`src/rtl/vga_timing_pkg.sv`:
```
// Shared VGA timing constants and the 10-bit count type used by the timing
// generator and the pixel-drawing controllers.
package vga_timing_pkg;

  localparam int unsigned CNT_W = 10;
  typedef logic [CNT_W-1:0] count_t;

  localparam int unsigned CLK_DIV_DEF = 4;
  localparam int unsigned H_TOTAL_DEF = 800;
  localparam int unsigned V_TOTAL_DEF = 525;
  localparam int unsigned H_SYNC_DEF  = 96;
  localparam int unsigned V_SYNC_DEF  = 2;
  localparam int unsigned H_START_DEF = 144;
  localparam int unsigned H_END_DEF   = 783;
  localparam int unsigned V_START_DEF = 35;
  localparam int unsigned V_END_DEF   = 514;

  function automatic logic in_window(input count_t c, input count_t lo, input count_t hi);
    return (c >= lo) && (c <= hi);
  endfunction

endpackage

```
`src/rtl/vga_timing_gen_mod_counter.sv`:
```
// Modulo-MOD counter with enable; wrap is high on the enabled cycle that
// returns the count to zero, so counters can be cascaded directly.
module mod_counter
  import vga_timing_pkg::*;
#(
  parameter int unsigned MOD = 4
) (
  input  logic   clk,
  input  logic   rst,
  input  logic   en,
  output count_t count,
  output logic   wrap
);

  localparam count_t LAST = count_t'(MOD - 1);

  assign wrap = en && (count == LAST);

  always_ff @(posedge clk or negedge rst) begin
    if (!rst) begin
      count <= '0;
    end else if (en) begin
      count <= wrap ? '0 : count + count_t'(1);
    end
  end

endmodule

```
`src/rtl/vga_timing_gen.sv`:
```
// VGA timing generator: clock divider, horizontal/vertical counters, sync and
// visible-window decode, and a once-per-frame tick for game logic.
module vga_timing_gen
  import vga_timing_pkg::*;
#(
  parameter int unsigned CLK_DIV = CLK_DIV_DEF,
  parameter int unsigned H_TOTAL = H_TOTAL_DEF,
  parameter int unsigned V_TOTAL = V_TOTAL_DEF,
  parameter int unsigned H_SYNC  = H_SYNC_DEF,
  parameter int unsigned V_SYNC  = V_SYNC_DEF,
  parameter int unsigned H_START = H_START_DEF,
  parameter int unsigned H_END   = H_END_DEF,
  parameter int unsigned V_START = V_START_DEF,
  parameter int unsigned V_END   = V_END_DEF
) (
  input  logic   clk,
  input  logic   rst,
  output logic   pix_en,
  output count_t hCount,
  output count_t vCount,
  output logic   hSync,
  output logic   vSync,
  output logic   bright,
  output logic   frame_tick
);

  count_t unused_div_count;
  logic   div_wrap;
  logic   h_wrap;
  logic   v_wrap;

  mod_counter #(.MOD(CLK_DIV)) u_div (
    .clk   (clk),
    .rst   (rst),
    .en    (1'b1),
    .count (unused_div_count),
    .wrap  (div_wrap)
  );

  mod_counter #(.MOD(H_TOTAL)) u_hcnt (
    .clk   (clk),
    .rst   (rst),
    .en    (pix_en),
    .count (hCount),
    .wrap  (h_wrap)
  );

  mod_counter #(.MOD(V_TOTAL)) u_vcnt (
    .clk   (clk),
    .rst   (rst),
    .en    (h_wrap),
    .count (vCount),
    .wrap  (v_wrap)
  );

  // frame_tick registers the edge that moves the counters to (0,0), so it
  // is high exactly while they first read (0,0); reset never produces it.
  always_ff @(posedge clk or negedge rst) begin
    if (!rst) begin
      pix_en     <= 1'b0;
      frame_tick <= 1'b0;
    end else begin
      pix_en     <= div_wrap;
      frame_tick <= v_wrap;
    end
  end

  assign hSync  = (hCount >= count_t'(H_SYNC));
  assign vSync  = (vCount >= count_t'(V_SYNC));
  assign bright = in_window(hCount, count_t'(H_START), count_t'(H_END)) &&
                  in_window(vCount, count_t'(V_START), count_t'(V_END));

endmodule
```
`config.mk`:
```
export PLATFORM = sky130hd
export DESIGN_NAME = vga_timing_gen
export DESIGN_NICKNAME = d
export VERILOG_FILES = /design/src/rtl/vga_timing_pkg.sv /design/src/rtl/vga_timing_gen_mod_counter.sv /design/src/rtl/vga_timing_gen.sv
export SDC_FILE = /design/constraint.sdc
export NUM_CORES = 1
export LEC_CHECK = 0
export ABC_AREA = 1
export ABC_CLOCK_PERIOD_IN_PS = 1900
export BUFFER_PORTS_ARGS = -buffer_cell sky130_fd_sc_hd__buf_4
export CAP_MARGIN = 20
export CORE_UTILIZATION = 44
export DETAILED_ROUTE_END_ITERATION = 6
export PLACE_DENSITY = 0.7
export SETUP_SLACK_MARGIN = 0.5
export SLEW_MARGIN = 20
export SYNTH_ARGS = -nofsm -noshare
export SYNTH_HDL_FRONTEND = slang
export SYNTH_HIERARCHICAL = 1
export SYNTH_SLANG_ARGS = --single-unit
```
`constraint.sdc`:
```
create_clock -name clk -period 1.9 [get_ports clk]
set_input_delay 0.285 -clock clk [delete_from_list [all_inputs] [get_ports clk]]
set_output_delay 0.285 -clock clk [all_outputs]
set_load 0.1 [all_outputs]
```
==> results of run 1 <==
[per-stage QoR]
| stage | setup WS (ns) | hold WS (ns) | area (um^2) | total power, mW |
|---|---|---|---|---|
| 2_1_floorplan | -0.008458 | -0.01059 | 2145 | 0.9207 |
| 3_3_place_gp | 0.2564 | 0.2451 | 2405 | 0.9632 |
| 3_5_place_dp | 0.2147 | 0.2496 | 2405 | 0.9662 |
| 4_1_cts | 0.1190 | 0.4712 | 2650 | 1.529 |
| 5_1_grt | -0.03706 | 0.5017 | 2851 | 1.595 |
| 6_report | 0.06872 | 0.4722 | 2851 | 1.501 |
[path summary, 6_finish.rpt]
check / from / slack (ns) / to / cells after the start
setup / recovery: u_vcnt/count[2]$_DFFE_PN0P_ / 0.07 / bright / 8
hold / removal: rst / 0.47 / u_div/count[7]$_DFFE_PN0P_ / 2
setup reg to reg: u_hcnt/count[6]$_DFFE_PN0P_ / 0.23 / u_vcnt/count[3]$_DFFE_PN0P_ / 11
hold reg to reg: u_div/count[4]$_DFFE_PN0P_ / 0.56 / u_div/count[4]$_DFFE_PN0P_ / 2
max in group asynchronous: rst / 1.09 / u_hcnt/count[5]$_DFFE_PN0P_ / 2
min in group clk: u_div/count[4]$_DFFE_PN0P_ / 0.56 / u_div/count[4]$_DFFE_PN0P_ / 2
[cell type report]
type                       count  share of cell area (%)
clock buffer                   6                   2.896
clock inverter                 2                  0.3510
inverter                      58                   7.898
multi-input combinational    208                   38.83
sequential                    32                   30.58
tap                           52                   2.282
timing repair buffer          47                   17.16
[critical path: cells and delay by family (launching register included)]
family	cells	cell delay [ns]
and+or+nand+nor	6	0.50
DFF	1	0.50
buffers and inverters	2	0.24
[kinds of logic after synthesis]
| logic type | count (synthesis) | synth area share (%) |
|---|---|---|
| fa+ha+maj | 4 | 2.480 |
| simple gates | 179 | 40.17 |
| flops | 32 | 39.68 |
| xor+xnor | 9 | 3.906 |
| compound gates | 9 | 2.790 |
| other cells | 1 | 0.1858 |
| buf+inv | 58 | 10.79 |
[routing by layer]
metal / part of all wire (%) / routed length [um] / track usage [%]
met1: 43 / 2003 / 24.44
met5: 0 / 0 / 0
met2: 52 / 2428 / 30.64
met4: 1.7 / 78 / 7.778
met3: 4.3 / 201 / 4.360
[registers in the layout, indices dropped and copies added (netlist names)]
register      flops
frame_tick        1
pix_en            1
u_div/count      10
u_hcnt/count     10
u_vcnt/count     10
[power by group]
part / internal (mW) / switching, mW / leakage (nW) / total (mW)
clock network: 0.289 / 0.257 / 0.0510 / 0.546
registers: 0.732 / 0.0713 / 0.386 / 0.803
logic: 0.0629 / 0.0892 / 1.04 / 0.152
total: 1.08 / 0.418 / 1.47 / 1.50
[cells in the final DEF, fill, tap and decap left out]
cell type / count
conb_1: 7
xnor2_1: 1
inv_4: 3
o21ai_0: 1
buf_6: 9
inv_2: 11
nor3_2: 3
clkinv_2: 2
nor2_1: 34
o21bai_1: 3
clkbuf_8: 6
ha_1: 3
nor2_4: 6
nand3_1: 20
dfrtp_2: 3
nand2_4: 1
xor2_1: 8
buf_12: 8
buf_4: 29
nand2_1: 78
o21ai_1: 4
nand4_1: 10
nand2_2: 9
nor3_1: 3
or2_0: 2
dfrtp_4: 18
nand3_4: 1
dlygate4sd3_1: 1
nand3b_1: 3
nor2_2: 6
nand3_2: 3
a21o_2: 1
ha_4: 1
dfrtp_1: 11
inv_1: 44
[timing repair]
item | 4_1_cts | 5_1_grt
setup buffers | 14 | 6
hold endpoints to repair | 32 | 0
hold buffers | 1 | 0
setup endpoints to repair | 11 | 21
gates resized for setup | 12 | 43
pin swaps | 8 | 16
==> results.json, run 1 <==
{
  "path_cells": "inv_2, nand2_2, nor2_4, nand2_1, nand2_1, nand2_2, nor2_4, buf_12",
  "clk-insertion-delay-late_ns": 0.29,
  "setup-tns-final_ns": 0,
  "postRouteAntennaNets": 0,
  "maxCapViolations": 0,
  "fin_crit_sh_pct": 96.38,
  "yosysMostFrequentCell": "nand2_1",
  "grt_pass1_wl_mm": 7.231,
  "wl_per_cell_um": 11.63,
  "skew_ns": 0.008111,
  "grt_max_degree": 33,
  "path_max_fanout": 4,
  "syn_area_um2": 2018,
  "die-area_um2": 4862,
  "vias": 1938,
  "outcome": "finished, final reports clean",
  "die_h_um": 69.73,
  "cp.required_ns": 1.62,
  "setup.worst_path.class": "flip-flop to output pin",
  "gp_congestion": 0.9088,
  "layout.nets": 358,
  "grt.total_usage_pct": 18.92,
  "route.detailed.drc": 0,
  "synthDistinctLibCells": 23,
  "final-hold-violation-count": 0,
  "cp-end-kind": "output pin",
  "multi_input_area_um2": 1107,
  "seqCellArea_um2": 872.1,
  "dp_hpwl_mm": 2.922,
  "pwr_density_cell_nw_per_um2": 526.3,
  "clk_path_buf_depth": 2,
  "setup_violations": 0,
  "dp_cells": 376,
  "via_per_inst": 4.785,
  "num_rows": 24,
  "ir_drop_uv": 550.0,
  "drt-total-wl_mm": 4.711,
  "yosys.area.top_type_share_pct": 39.68,
  "netlist_instances": 292,
  "grt_pass1_vias": 1665,
  "antennaDiodeCount": 0,
  "io_pins": 27,
  "start_kind": "flip-flop",
  "ys_top_cells_by_area": "dfrtp_1 (40%), nand2_1 (16%), inv_1 (10%)",
  "die-width_um": 69.73,
  "cp_slowest_cell": "dfrtp_4",
  "power.leakage_nw": 1.472,
  "layout_min_cycle_time_ns": 1.831,
  "start_util_pct": 46.03,
  "crit_path_max_incr_delay_ns": 0.50,
  "drt-initial-drc-count": 122,
  "ys_warn_count": 6,
  "syn_avg_cell_area_um2": 6.912,
  "cts_sinks": 32,
  "numCtsBuffers": 5,
  "timing.fmax_mhz": 546.1,
  "drive_above_1_share_pct": 33.99,
  "yosysSeqAreaShare_pct": 39.68,
  "cts_tree": "built",
  "ys_ff_latch": 32,
  "final-max-slew-violation-count": 0,
  "yosysTopAreaCell": "dfrtp_1",
  "fill_cells": 375,
  "area_growth_pct": 41.29,
  "min_path_type": "input pin to async pin",
  "portBuffers": 26,
  "h-tree-depth": 2,
  "synthFlopType": "dfrtp_1",
  "synth_edf_count": 0,
  "core_area_um2": 4384,
  "rsz0062_at_grt": "true",
  "final_cell_count_no_fill": 405,
  "fin_util_pct": 65.04,
  "cts-root-buf": "clkbuf_8",
  "worstPathArrival_ns": 1.55,
  "path_clk_slew_ns": 0.07,
  "antenna_found_initial": 0,
  "async_reset_ff_share_pct": 100.0,
  "yosys-top-cells-count": "nand2_1 (86), inv_1 (54), nor2_1 (38), dfrtp_1 (32), nand3_1 (22)",
  "drtPass1Iterations": 4,
  "grt-ovfl-total": 0
}
(Power assumes the default switching activity.)
==> inputs of run 2 (changes only) <==
--- a/config.mk
+++ b/config.mk
@@ -13,2 +13,3 @@
 export DETAILED_ROUTE_END_ITERATION = 6
+export GPL_TIMING_DRIVEN = 0
 export PLACE_DENSITY = 0.7
--- a/constraint.sdc
+++ b/constraint.sdc
@@ -3,2 +3,2 @@
 set_output_delay 0.285 -clock clk [all_outputs]
-set_load 0.1 [all_outputs]
+set_load 0.05 [all_outputs]
==> run 2 against run 1 <==
Against the previous run: cell count rose by 1.2%; first-iteration DRC count grew 20%; via count increased by 4.2%; global-route usage up 1.6 points; wire length rose by 2.6%; critical endpoint unchanged; largest cell class unchanged; largest power group unchanged; highest routed layer unchanged.
==> results.json, run 2 (same netlist as run 1, synthesis figures left out) <==
{
  "final_cell_count_no_fill": 410,
  "io_pins": 27,
  "power.leakage_nw": 1.508,
  "layout.nets": 363,
  "grt_max_degree": 33,
  "route.detailed.drc": 0,
  "maxCapViolations": 0,
  "grt_pass1_wl_mm": 7.859,
  "use_met3_pct": 5.669,
  "final-hold-violation-count": 0,
  "numCtsBuffers": 5,
  "pre_cts_ws_ns": 0.1823,
  "setup_violations": 0,
  "wl_per_cell_um": 11.79,
  "die-area_um2": 4862,
  "postRouteAntennaNets": 0,
  "skew_ns": 0.009301,
  "grt.total_usage_pct": 20.48,
  "grt-ovfl-total": 0,
  "timing.fmax_mhz": 595.8,
  "die-width_um": 69.73,
  "outcome": "finished, final reports clean",
  "rsz0062_at_grt": "true",
  "setup.worst_path.class": "flip-flop to output pin",
  "path_cells": "inv_2, nand2_2, nor2_4, nand2_1, nand2_1, nand2_2, nor2_4, buf_6",
  "rr_startpoint": "u_hcnt/count[6]$_DFFE_PN0P_",
  "drt-total-wl_mm": 4.835,
  "grt_pass1_vias": 1815,
  "placed_cell_area_um2": 2356,
  "num_rows": 24,
  "ir_drop_uv": 576.9,
  "cts_sinks": 32,
  "rr_endpoint": "u_vcnt/count[8]$_DFFE_PN0P_",
  "setup-tns-final_ns": 0,
  "via_per_inst": 4.927,
  "start_kind": "flip-flop",
  "regToRegSetupSlack_ns": 0.29,
  "critical-path-top-delay-family": "simple AND/OR/NAND/NOR gates",
  "dp_hpwl_mm": 3.062,
  "pwr_density_cell_nw_per_um2": 570.9,
  "use_met2_pct": 34.41,
  "antenna_found_initial": 0,
  "design_area_um2": 2800,
  "final-max-slew-violation-count": 0,
  "busiest_layer": "met2",
  "core_area_um2": 4384,
  "path_max_fanout": 4,
  "start_util_pct": 46.03,
  "drtPass1Iterations": 4,
  "met1_usage_pct": 26.00,
  "crit_path_max_incr_delay_ns": 0.43,
  "critPathBufInv": 2,
  "final_cell_mix": "nand2_1 (78), inv_1 (43), buf_4 (43), nor2_1 (31), dfrtp_2 (20)",
  "drive_above_1_share_pct": 37.15,
  "min_path_type": "input pin to async pin",
  "die_h_um": 69.73,
  "cp.required_ns": 1.62,
  "setup_slack_ns": 0.2217,
  "clk_path_buf_depth": 2,
  "cp_slowest_cell": "dfrtp_2",
  "portBuffers": 26,
  "reg_top3": "u_div/count (10), u_hcnt/count (10), u_vcnt/count (10)",
  "h-tree-depth": 2,
  "clk-insertion-delay-late_ns": 0.29,
  "drt-initial-drc-count": 146,
  "fin_crit_sh_pct": 88.33,
  "power.total_mw": 1.599,
  "cts-root-buf": "clkbuf_8",
  "gp_congestion": 0.8044,
  "vias": 2020,
  "path_clk_slew_ns": 0.07,
  "cp-end-kind": "output pin",
  "layout_commonest_cell": "nand2_1",
  "worstPathArrival_ns": 1.39,
  "dp_cells": 376,
  "antennaDiodeCount": 0,
  "layout_min_cycle_time_ns": 1.678,
  "ff2ff_path_depth": 13,
  "cts_tree": "built",
  "area_growth_pct": 38.75
}
[run 2: cell types whose count changed in the layout (fill, tap and decap cells not counted), sizes merged]
| cell | before | now |
|---|---|---|
| clkinv | 2 | 1 |
| bufinv | 0 | 1 |
| buf | 46 | 51 |
[run 2: what timing repair did]
action                                  4_1_cts  5_1_grt
hold endpoints to repair                     32        0
pin swaps                                     6       16
endpoints found under the setup margin       12       16
buffers inserted                             16        9
resized for setup                             6       36
hold buffers                                  1        0
[run 2: worst max path at each step]
stage | start | to | slack, ns | cells past startpoint
finish | u_vcnt/count[3]$_DFFE_PN0P_ | bright | 0.22 | 8
global route | u_vcnt/count[0]$_DFFE_PN0P_ | bright | 0.14 | 8
CTS | u_hcnt/count[6]$_DFFE_PN0P_ | bright | 0.22 | 6
detailed placement | u_hcnt/count[6]$_DFFE_PN0P_ | u_vcnt/count[3]$_DFFE_PN0P_ | 0.18 | 10
global placement | u_hcnt/count[6]$_DFFE_PN0P_ | u_vcnt/count[4]$_DFFE_PN0P_ | 0.19 | 10
floorplan | u_hcnt/count[0]$_DFFE_PN0P_ | u_vcnt/count[3]$_DFFE_PN0P_ | 0.26 | 10
[run 2: metal layers]
layer	vias up	share of wire, %
met2	52	50
met5	-	0
li1	1012	-
met3	10	5.0
met4	0	1.5
met1	946	43
[run 2: area by class of cell]
| type | count | area [um^2] |
|---|---|---|
| clock buffers | 6 | 72.57 |
| clock inverters | 2 | 35.03 |
| fillers | 380 | 1584 |
| inverters | 58 | 217.7 |
| multi-input cells | 208 | 1161 |
| flip-flops and latches | 32 | 825.8 |
| well taps | 52 | 65.06 |
| repair buffers | 52 | 422.9 |
[run 2: per-stage QoR]
step	hold WS, ns	util, %
2_1_floorplan	-0.01059	-
3_3_place_gp	0.2473	53.74
3_5_place_dp	0.2469	53.74
4_1_cts	0.4729	59.62
5_1_grt	0.5093	63.87
6_report	0.4733	63.87
[run 2: power breakdown]
part	internal (mW)	total [mW]	leakage, nW	switching, mW
sequential	0.732	0.806	0.393	0.0742
clock	0.389	0.638	0.0552	0.250
combinational	0.0626	0.154	1.06	0.0913
total	1.18	1.60	1.51	0.415
[run 2: worst register-to-register path, cell delays in order, from the launching register on]
cell and delay (ns):
dfrtp_2 0.44, inv_2 0.08, nand2_2 0.05, nor3_2 0.10, nand3b_1 0.14, inv_2 0.15, buf_6 0.12, nand2_4 0.06
inv_2 0.07, nand3_4 0.07, nor2_1 0.09, nand2_1 0.05, nand2_1 0.06, inv_1 0.03
==> inputs of run 3 (changes only) <==
Settings changed: ABC_AREA 1 to unset, CAP_MARGIN 20 to unset, PLACE_DENSITY 0.7 to 0.71.
==> run 3 against run 2 <==
Against the previous run: the flow now finishes with violations (negative setup slack); area after synthesis down 16%; largest power group unchanged; non-clock buffer count up 10; maximum frequency down 13%; synthesized cell count down 46%.
==> results.json, run 3 <==
{
  "outcome": "complete, but fails checks",
  "violations": "negative setup slack",
  "vias": 1477,
  "num_rows": 22,
  "fin_crit_sh_pct": 101.7,
  "die-area_um2": 4099,
  "start_util_pct": 45.90,
  "path_common_cell": "buf_6",
  "crit_path_max_incr_delay_ns": 0.52,
  "synth_edf_count": 0,
  "layout_min_cycle_time_ns": 1.933,
  "synthSimpleGateAreaFrac_pct": 27.64,
  "critical-path-top-delay-family": "simple AND/OR/NAND/NOR gates",
  "yosys-top-cells-count": "dfrtp_1 (32), nand2_1 (13), xnor2_1 (12), nand3_1 (10), nor2_1 (10)",
  "rsz0062_at_grt": "true",
  "syn_area_um2": 1693,
  "setup.worst_path.class": "flip-flop to flip-flop",
  "start_kind": "flip-flop",
  "die_h_um": 64.03,
  "clk-insertion-delay-late_ns": 0.28,
  "drt-initial-drc-count": 123,
  "h-tree-depth": 2,
  "cts_tree": "built",
  "antennaDiodeCount": 0,
  "reg_top3": "u_div/count (10), u_hcnt/count (10), u_vcnt/count (10)",
  "fin_util_pct": 70.22,
  "drtPass1Iterations": 4,
  "yosysTopAreaCell": "dfrtp_1",
  "grt_pass1_wl_mm": 6.272,
  "numCtsBuffers": 5,
  "cp-end-kind": "flip-flop",
  "core_area_um2": 3689,
  "ys_warn_count": 6,
  "path_clk_slew_ns": 0.07,
  "gp_congestion": 0.8201,
  "area_growth_pct": 52.99,
  "min_path_type": "input pin to async pin",
  "ys_top_cells_by_area": "dfrtp_1 (47%), xnor2_1 (6.2%), xor2_1 (4.7%)",
  "cp_slowest_cell": "dfrtp_4",
  "yosysSeqAreaShare_pct": 47.30,
  "ys_ff_latch": 32,
  "maxCapViolations": 0,
  "via_per_inst": 5.294,
  "synthFlopType": "dfrtp_1",
  "critPathBufInv": 2,
  "setup_violations": 6,
  "route.detailed.drc": 0,
  "drive_above_1_share_pct": 52.81,
  "syn_avg_cell_area_um2": 10.65,
  "synthMuxAreaShare_pct": 0.8869,
  "final-max-slew-violation-count": 0,
  "cts_sinks": 32,
  "drt-total-wl_mm": 4.266,
  "antenna_found_initial": 0,
  "final_cell_mix": "buf_4 (48), dfrtp_2 (18), nand2_1 (13), dfrtp_1 (13)",
  "synthDistinctLibCells": 43,
  "timing.fmax_mhz": 517.5,
  "layout_commonest_cell": "buf_4",
  "grt_pass1_vias": 1345,
  "clk_path_buf_depth": 2,
  "skew_ns": 0.003798,
  "layout.nets": 236,
  "grt.total_usage_pct": 20.61,
  "synth_compound_area_share_pct": 6.948,
  "io_pins": 27,
  "portBuffers": 26,
  "yosys.area.top_type_share_pct": 47.30,
  "die-width_um": 64.03,
  "netlist_instances": 159,
  "grt-ovfl-total": 0,
  "power.leakage_nw": 1.185,
  "final-hold-violation-count": 0,
  "cp.required_ns": 2.07,
  "synth_top_family_by_area": "simple AND/OR/NAND/NOR gates",
  "power.total_mw": 2.116,
  "synth-xor-area-share_pct": 10.86,
  "pwr_density_cell_nw_per_um2": 817.2,
  "path_max_fanout": 7,
  "grt_max_degree": 33,
  "ir_drop_uv": 499.2,
  "hold_ws_ns": 0.4669,
  "dp_hpwl_mm": 2.321,
  "synth_adder_area_share_pct": 2.956,
  "yosysMostFrequentCell": "dfrtp_1",
  "worstPathArrival_ns": 2.10,
  "cts-root-buf": "clkbuf_8",
  "async_reset_ff_share_pct": 100.0,
  "wl_per_cell_um": 15.29,
  "postRouteAntennaNets": 0,
  "path_cells": "nor4b_4, nor3b_4, buf_6, nand4_4, and4bb_1, buf_6, o22ai_2",
  "setup_slack_ns": -0.03254
}
-- run 3: cell types whose count changed after synthesis, moves of 4 or more --
cell and change:
nand3_1 -12, xnor2_1 +11, nor2_1 -28, inv_1 -49, nor2_4 -4, inv_2 -4
nor4_1 +4, nand2_1 -73
-- run 3: logic make-up (layout without fill, tap and decap cells) --
logic type | after synthesis | in the layout
buffers and inverters | 9 | 75
AND/OR/NAND/NOR | 73 | 73
XOR/XNOR | 21 | 21
other | 1 | 7
flip-flops | 32 | 32
adder cells (fa/ha/maj) | 4 | 4
multiplexers | 1 | 1
AO/OA/AOI/OAI | 18 | 18
-- run 3: worst paths after layout --
path | endpoint | cells after the start | slack (ns) | start
worst max-delay path | u_vcnt/count[1]$_DFFE_PN0P_ | 7 | -0.03 | u_hcnt/count[5]$_DFFE_PN0P_
worst min-delay path | u_hcnt/count[3]$_DFFE_PN0P_ | 2 | 0.47 | rst
worst max register to register | u_vcnt/count[1]$_DFFE_PN0P_ | 7 | -0.03 | u_hcnt/count[5]$_DFFE_PN0P_
worst min register to register | u_div/count[8]$_DFFE_PN0P_ | 1 | 0.50 | u_div/count[8]$_DFFE_PN0P_
max in group asynchronous | u_hcnt/count[5]$_DFFE_PN0P_ | 2 | 1.09 | rst
min in group clk | u_div/count[8]$_DFFE_PN0P_ | 1 | 0.50 | u_div/count[8]$_DFFE_PN0P_
-- run 3: worst reg2reg max path: cells and delay by family, from the launching register on --
| kind | cells | cell delay [ns] |
|---|---|---|
| AO/OA/AOI/OAI | 1 | 0.07 |
| buffers and inverters | 2 | 0.32 |
| flip-flops | 1 | 0.52 |
| AND/OR/NAND/NOR | 4 | 0.92 |
-- run 3: what timing repair did --
action	CTS	global route
setup buffers	17	14
pin swaps	10	19
endpoints found under the setup margin	21	23
endpoints found under the hold margin	32	0
hold buffers	1	0
gates resized for setup	9	29
cloned	0	0
-- run 3: through the flow --
step | instance area (um^2) | TNS, ns | setup slack, ns | cells
floorplan | 1808 | -0.3245 | -0.05693 | 165
global placement | 2063 | -0.5082 | -0.08628 | 239
detailed placement | 2063 | -0.6312 | -0.1118 | 239
CTS | 2367 | -0.04514 | -0.01259 | 265
global route | 2590 | -0.5235 | -0.09038 | 279
finish | 2590 | -0.1093 | -0.03254 | 279
-- run 3: power by group --
part	internal, mW	switching (mW)
Combinational	0.233	0.294
Sequential	0.776	0.103
Clock	0.462	0.248
-- run 3: per-layer routing --
layer | routed length (um) | share of wire, % | vias up | GRT usage (%)
met4 | 51 | 1.2 | 0 | 8.523
met5 | 0 | 0 | - | 0
met3 | 111 | 2.6 | 5 | 5.893
met2 | 2237 | 52 | 18 | 33.24
li1 | - | - | 709 | -
met1 | 1866 | 44 | 745 | 25.74
-- run 3: cell type report --
class / count / area, um^2
well taps: 48 / 60.06
clock inverters: 1 / 30.03
multi-input cells: 124 / 1033
inverters: 5 / 18.77
repair buffers: 58 / 483.0
fillers: 274 / 1099
clock buffers: 7 / 96.34
plain buffers: 4 / 41.29
flip-flops and latches: 32 / 827.0
